## config.mk

```make
export PLATFORM = sky130hd
export DESIGN_NAME = fan_controller_flat
export DESIGN_NICKNAME = d
export VERILOG_FILES = /design/src/rtl/fan_controller_if.sv /design/src/rtl/fan_controller.sv /design/src/flat_wrapper.sv
export SDC_FILE = /design/constraint.sdc
export NUM_CORES = 1
export LEC_CHECK = 0
export CAP_MARGIN = 40
export CORE_ASPECT_RATIO = 1.25
export CORE_MARGIN = 2
export CORE_UTILIZATION = 68
export DETAILED_ROUTE_END_ITERATION = 10
export DONT_BUFFER_PORTS = 1
export PLACE_DENSITY = 0.9
export SLEW_MARGIN = 0
export SYNTH_ARGS = -nofsm -noshare
export SYNTH_HDL_FRONTEND = slang
export SYNTH_SLANG_ARGS = --single-unit
```

## constraint.sdc

```tcl
create_clock -name wb_clk_i -period 4.1 [get_ports wb_clk_i]
set_input_delay 0.205 -clock wb_clk_i [delete_from_list [all_inputs] [get_ports wb_clk_i]]
set_output_delay 0.205 -clock wb_clk_i [all_outputs]
set_load 0.05 [all_outputs]
```

## src/rtl/fan_controller_if.sv

```systemverilog
// Wishbone slave bus bundle for the fan controller register file.
interface fan_controller_if;
  logic        wb_cyc_i;
  logic        wb_stb_i;
  logic        wb_we_i;
  logic [15:0] wb_adr_i;
  logic [15:0] wb_dat_i;
  logic [15:0] wb_dat_o;
  logic        wb_ack_o;

  modport master (
    output wb_cyc_i, wb_stb_i, wb_we_i, wb_adr_i, wb_dat_i,
    input  wb_dat_o, wb_ack_o
  );

  modport slave (
    input  wb_cyc_i, wb_stb_i, wb_we_i, wb_adr_i, wb_dat_i,
    output wb_dat_o, wb_ack_o
  );
endinterface

```

## src/rtl/fan_controller.sv

```systemverilog
// Three-channel PWM fan controller with a Wishbone register file.
// Duty changes take effect at the PWM period boundary; enable/force act immediately.
module fan_controller #(
  parameter int unsigned PWM_PRESCALE = 16,
  parameter logic [7:0]  DEFAULT_DUTY = 8'hC0
) (
  input  logic            wb_clk_i,
  input  logic            wb_rst_i,
  fan_controller_if.slave wb,
  output logic [2:0]      fan_control
);

  localparam int unsigned PW = 16;
  localparam int unsigned DW = 8;
  localparam int unsigned NF = 3;
  localparam int unsigned BW = 16;
  localparam logic [PW-1:0] PRESC_MAX = PW'(PWM_PRESCALE - 1);

  logic [PW-1:0]        presc_q, presc_d;
  logic [DW-1:0]        cnt_q, cnt_d;
  logic [NF-1:0][DW-1:0] duty_q, duty_d;
  logic [NF-1:0][DW-1:0] shadow_q, shadow_d;
  logic [NF-1:0]        en_q, en_d;
  logic                 ff_q, ff_d;
  logic                 ack_q, ack_d;
  logic [BW-1:0]        dat_q, dat_d;
  logic [NF-1:0]        fan_q, fan_d;

  logic                 tick_c;
  logic                 wrap_c;
  logic                 access_c;
  logic [BW-1:0]        rd_val_c;
  logic [NF-1:0]        raw_c;
  logic                 unused_bits;

  assign unused_bits = ^{wb.wb_adr_i[15:2], wb.wb_dat_i[15:8]};

  // Timebase, register file and PWM compare.
  always_comb begin
    presc_d  = presc_q;
    cnt_d    = cnt_q;
    shadow_d = shadow_q;
    duty_d   = duty_q;
    en_d     = en_q;
    ff_d     = ff_q;
    rd_val_c = '0;
    raw_c    = '0;

    tick_c   = (presc_q == PRESC_MAX);
    wrap_c   = tick_c && (cnt_q == 8'hFF);
    access_c = wb.wb_cyc_i & wb.wb_stb_i & ~ack_q;

    presc_d = tick_c ? '0 : presc_q + PW'(1);
    if (tick_c) cnt_d = cnt_q + DW'(1);
    // Shadows take the pre-write duty value so a write on the wrap edge lands one period later.
    if (wrap_c) shadow_d = duty_q;

    if (access_c && wb.wb_we_i) begin
      if (wb.wb_adr_i[1:0] == 2'd3) begin
        en_d = wb.wb_dat_i[2:0];
        ff_d = wb.wb_dat_i[3];
      end else begin
        for (int unsigned i = 0; i < NF; i++) begin
          if (wb.wb_adr_i[1:0] == 2'(i)) duty_d[i] = wb.wb_dat_i[DW-1:0];
        end
      end
    end

    if (wb.wb_adr_i[1:0] == 2'd3) begin
      rd_val_c = {12'b0, ff_d, en_d};
    end else begin
      for (int unsigned i = 0; i < NF; i++) begin
        if (wb.wb_adr_i[1:0] == 2'(i)) rd_val_c = {8'b0, duty_d[i]};
      end
    end

    for (int unsigned i = 0; i < NF; i++) begin
      raw_c[i] = (shadow_q[i] == 8'hFF) || (cnt_q < shadow_q[i]);
    end
  end

  assign ack_d = access_c;
  assign dat_d = access_c ? rd_val_c : '0;
  assign fan_d = en_q & ({NF{ff_q}} | raw_c);

  always_ff @(posedge wb_clk_i) begin
    if (wb_rst_i) begin
      presc_q  <= '0;
      cnt_q    <= '0;
      duty_q   <= {NF{DEFAULT_DUTY}};
      shadow_q <= {NF{DEFAULT_DUTY}};
      en_q     <= '1;
      ff_q     <= 1'b0;
      ack_q    <= 1'b0;
      dat_q    <= '0;
      fan_q    <= '0;
    end else begin
      presc_q  <= presc_d;
      cnt_q    <= cnt_d;
      duty_q   <= duty_d;
      shadow_q <= shadow_d;
      en_q     <= en_d;
      ff_q     <= ff_d;
      ack_q    <= ack_d;
      dat_q    <= dat_d;
      fan_q    <= fan_d;
    end
  end

  assign wb.wb_ack_o = ack_q;
  assign wb.wb_dat_o = dat_q;
  assign fan_control = fan_q;

endmodule

```

## src/flat_wrapper.sv

```systemverilog
// flat-port wrapper written by rule: the top's interface ports become plain ports
module fan_controller_flat 
#(
  parameter int unsigned PWM_PRESCALE = 16,
  parameter logic [7:0]  DEFAULT_DUTY = 8'hC0
)
  (wb_clk_i, wb_rst_i, fan_control, wb_wb_cyc_i, wb_wb_stb_i, wb_wb_we_i, wb_wb_adr_i, wb_wb_dat_i, wb_wb_dat_o, wb_wb_ack_o);
  fan_controller_if wb_i ();
  input  logic wb_clk_i;
  input  logic wb_rst_i;
  output logic [2:0] fan_control;
  input wire logic [$bits(wb_i.wb_cyc_i)-1:0] wb_wb_cyc_i;
  input wire logic [$bits(wb_i.wb_stb_i)-1:0] wb_wb_stb_i;
  input wire logic [$bits(wb_i.wb_we_i)-1:0] wb_wb_we_i;
  input wire logic [$bits(wb_i.wb_adr_i)-1:0] wb_wb_adr_i;
  input wire logic [$bits(wb_i.wb_dat_i)-1:0] wb_wb_dat_i;
  output wire logic [$bits(wb_i.wb_dat_o)-1:0] wb_wb_dat_o;
  output wire logic [$bits(wb_i.wb_ack_o)-1:0] wb_wb_ack_o;
  assign wb_i.wb_cyc_i = wb_wb_cyc_i;
  assign wb_i.wb_stb_i = wb_wb_stb_i;
  assign wb_i.wb_we_i = wb_wb_we_i;
  assign wb_i.wb_adr_i = wb_wb_adr_i;
  assign wb_i.wb_dat_i = wb_wb_dat_i;
  assign wb_wb_dat_o = wb_i.wb_dat_o;
  assign wb_wb_ack_o = wb_i.wb_ack_o;
  fan_controller #(.PWM_PRESCALE(PWM_PRESCALE), .DEFAULT_DUTY(DEFAULT_DUTY)) u_core (.wb_clk_i(wb_clk_i), .wb_rst_i(wb_rst_i), .wb(wb_i), .fan_control(fan_control));
endmodule
```

==> results.tsv <==
stage	metric	value	unit
status	status	finished clean	
clocking	cts_tree	yes	
timing	highest_attainable_clock_frequency	405	MHz
yosys	synth-compound-area-share	14.1	%
timing	tightest_slew	962	ps
critical_path	critical-path-top-delay-family	simple AND/OR/NAND/NOR gates	
cells_and_area	post-route-cell-area	0.00457	sq mm
power_and_ir_drop	power.ir.vdd_worst	0.280	mV
timing	rsz0062_at_grt	false	
yosys	synth.area.mux_share	7.75	%
floorplanning	floorplan.die.width	74.8	microns
critical_path	worstPathCellList	nand4b_1 > nor3_2 > mux2i_1 > nor2_1	
clocking	numCtsBuffers	9	
critical_path	critical_setup_path_kind	flip-flop to flip-flop	
placement	dpl-instance-area	0.00424	sq mm
detailed_routing	drt_iter0_markers	312	
global_routing	grt.met1_usage	39.7	%
timing	layout_worst_path_cycle_share	60.2	%
critical_path	regToRegStartpoint	u_core.wb.wb_ack_o	
yosys	netlist_top_cells_count	dfxtp_1, nor2_1, a21oi_1	
cells_and_area	final_instance_count_excl_fillers	569	
critical_path	max_stage_delay	900	ps
detailed_routing	antenna_left	0	
power_and_ir_drop	power-per-cell-area	355	mW/mm^2
yosys	ys.warnings.count	0	
critical_path	r2r.worst_path.cells	4	
floorplanning	fp.dieArea	0.00692	sq mm
placement	dp_cells	543	
cells_and_area	antenna_cells	0	
detailed_routing	first_pass_iters	5	
yosys	syn-cell-area	0.00426	sq mm
yosys	yosys.cell_count.top_type	dfxtp_1	
critical_path	worst-path-buf-inv	0	
yosys	synth_top_area_share	41.3	%
timing	timing.final.max_slew_violations	0	
clocking	worst_skew_pair.late_latency	350	ps
timing	worst_clock_skew	9.31	ps
critical_path	worstPathMaxFanout	11	
cells_and_area	final_nets	539	
clocking	clock_tree.htree_level_count	3	
timing	post-route-min-period	2470	ps
cells_and_area	fraction_of_layout_instances_using_a_drive_strength_above_1	6.82	%
global_routing	met3_capacity_usage_during_global_routing	8.71	%
power_and_ir_drop	p_leak	1.65	nW
hold_path	hold-path-cell-count	2	
yosys	synth_top_cells_by_area	dfxtp_1, ha_1, mux2i_1, a21oi_1, nor2_1	
placement	routabilityCongestion	0.911	
critical_path	timing.critical_path.to_type	flip-flop	
global_routing	antenna_found_initial	0	
clocking	cts.reportedPaths.clkPinSlew	90	ps
critical_path	worstSetupStartpoint	u_core.wb.wb_ack_o	
floorplanning	die-height	92.5	microns
global_routing	grt_busiest_layer	met2	
yosys	synth_enable_flop_cells	0	
detailed_routing	vias_per_cell	6.35	
floorplanning	initial_utilization	69.6	%
floorplanning	top_level_ports	57	
clocking	clk_root_buffer_cell	clkbuf_8	
critical_path	critical_r2r_capture	u_core.duty_q[2]	
timing	setup_total_negative_slack	0	ps
floorplanning	std_cell_rows	32	
global_routing	gr-usage-met2	51.1	%
detailed_routing	dr_wl_cell	17.9	microns
global_routing	first_global_vias	3655	
yosys	netlist_instances	482	
placement	buffer_ports.inserted	0	
yosys	async_flop_share	0	%
timing	finalHoldViolCount	0	
detailed_routing	wirelength	10.2	mm
floorplanning	placeable_area	0.00613	sq mm
placement	detailed_place_hpwl	6.48	mm
yosys	post_synth_fa_ha_maj_area_fraction	6.75	%
global_routing	globalRouteOverflowTotal	0	
clocking	clock_tree.buffer_depth	2	
critical_path	worst_path_max_delay_cell	nor3_2	
detailed_routing	vias	3612	
yosys	synth_sequential_area_ratio	41.3	%
global_routing	pin_count_of_the_biggest_net_entering_global_routing	57	
clocking	clock_sinks	88	
yosys	dominantRegCellSynth	dfxtp_1	
yosys	synth-simple-area-share	19.6	%
yosys	synth.largest_area_cell	dfxtp_1	
yosys	fraction_of_synthesized_cell_area_in_xor_and_xnor_cells	3.08	%
cells_and_area	area_growth_syn_to_layout	7.22	%
global_routing	grt.total_usage	32.5	%
clocking	cts_setup_buffers	0	
timing	finalSetupViolCount	0	
critical_path	worst_ep_required_time	4350	ps
critical_path	crit_path_start_kind	flip-flop	
critical_path	worst_setup_path_endpoint	u_core.duty_q[2]	
yosys	synth_top_family_by_area	simple AND/OR/NAND/NOR gates	
yosys	synth-seq-cells	88	
global_routing	grt_pass1_wl	17.2	mm
yosys	netlist-cell-type-count	43	
critical_path	worst_ep_arrival	2720	ps
critical_path	cp.depth	4	
timing	worst_slew_margin_rel	35.5	%
hold_path	worstHoldPathType	input port to flip-flop	
critical_path	reg2reg_slack	1630	ps
yosys	postSynthAreaPerCell	8.84	sq um
job	cap_violations	0	
detailed_routing	drc_errors	0	
placed cells by master, fill, tap and decap left out, drive strengths merged, types with 11 or more instances in the layout:
cell type,netlist,layout
mux2i,24,24
xnor2,13,13
ha,23,23
nand3,26,26
o21ai,27,27
nand4,15,15
nor3,11,11
dfxtp,88,88
inv,33,34
a21oi,39,39
nand2,25,25
nor2,51,51
cell families after synthesis:
logic type | count (synthesis)
DFF | 88
muxes | 28
and+or+nand+nor | 159
buffers and inverters | 68
AOI/OAI and AO/OA | 100
xor gates and xnor gates | 15
other | 1
adders and majority gates | 23
where the power goes:
| group | switching [mW] | leakage, nW | internal (mW) |
|---|---|---|---|
| clock | 0.316 | 0.110 | 0.344 |
| sequential | 0.0219 | 0.712 | 0.864 |
| combinational | 0.0496 | 0.825 | 0.0258 |
| total | 0.387 | 1.65 | 1.23 |
sequential cells by signal, summed over array words and instances (netlist names):
name                flops
u_core.wb.wb_dat_o      8
u_core.en_q             3
u_core.ff_q             1
u_core.shadow_q        24
u_core.presc_q         16
u_core.duty_q          24
u_core.cnt_q            8
u_core.wb.wb_ack_o      1
u_core.fan_control      3
worst min path at each step:
stage                         startpoint            endpoint  slack (ps)
after floorplan           wb_wb_dat_i[7]   u_core.duty_q[23]         320
after global placement          wb_rst_i  u_core.shadow_q[2]         280
after detailed placement        wb_rst_i  u_core.shadow_q[0]         280
after CTS                 wb_wb_dat_i[4]   u_core.duty_q[20]           1
after global routing            wb_rst_i    u_core.duty_q[7]          10
final                     wb_wb_dat_i[4]   u_core.duty_q[20]          10
worst reg2reg max path, delay by kind of cell (launching register included):
| kind | cells | cell delay [ps] |
|---|---|---|
| flip-flops | 1 | 500 |
| AND/OR/NAND/NOR | 3 | 1560 |
| multiplexers | 1 | 300 |
through the flow:
| stage | hold WS (ps) | setup WS (ps) | utilization [%] | total power, mW |
|---|---|---|---|---|
| global route | 12.8 | 1490 | 74.6 | 1.67 |
| floorplan | 323 | 2290 | - | 0.969 |
| finish | 12.2 | 1630 | 74.6 | 1.62 |
| detailed placement | 281 | 1770 | 69.2 | 0.959 |
| CTS | 1.01 | 1740 | 74.6 | 1.62 |
| global placement | 281 | 1850 | 69.2 | 0.957 |
layout make-up:
type                            instances  area (sq um)
Clock buffer                            9           124
Clock inverter                          7          95.1
Fill cell                             404          1560
Inverter                               33           124
Multi-Input combinational cell        333          2220
Sequential cell                        88          1760
Tap cell                               85           106
Timing Repair Buffer                   14           140
repair_timing:
item,in CTS,in global routing
gates resized for setup,0,0
endpoints found under the hold margin,67,0
hold buffers,10,0
metal layers:
metal,vias to the layer above,part of all wire [%]
li1,1686,-
met3,43,7.6
met5,-,0
met2,168,48
met4,0,4.2
met1,1715,40
Note: power is estimated with default switching activity, not from simulation.
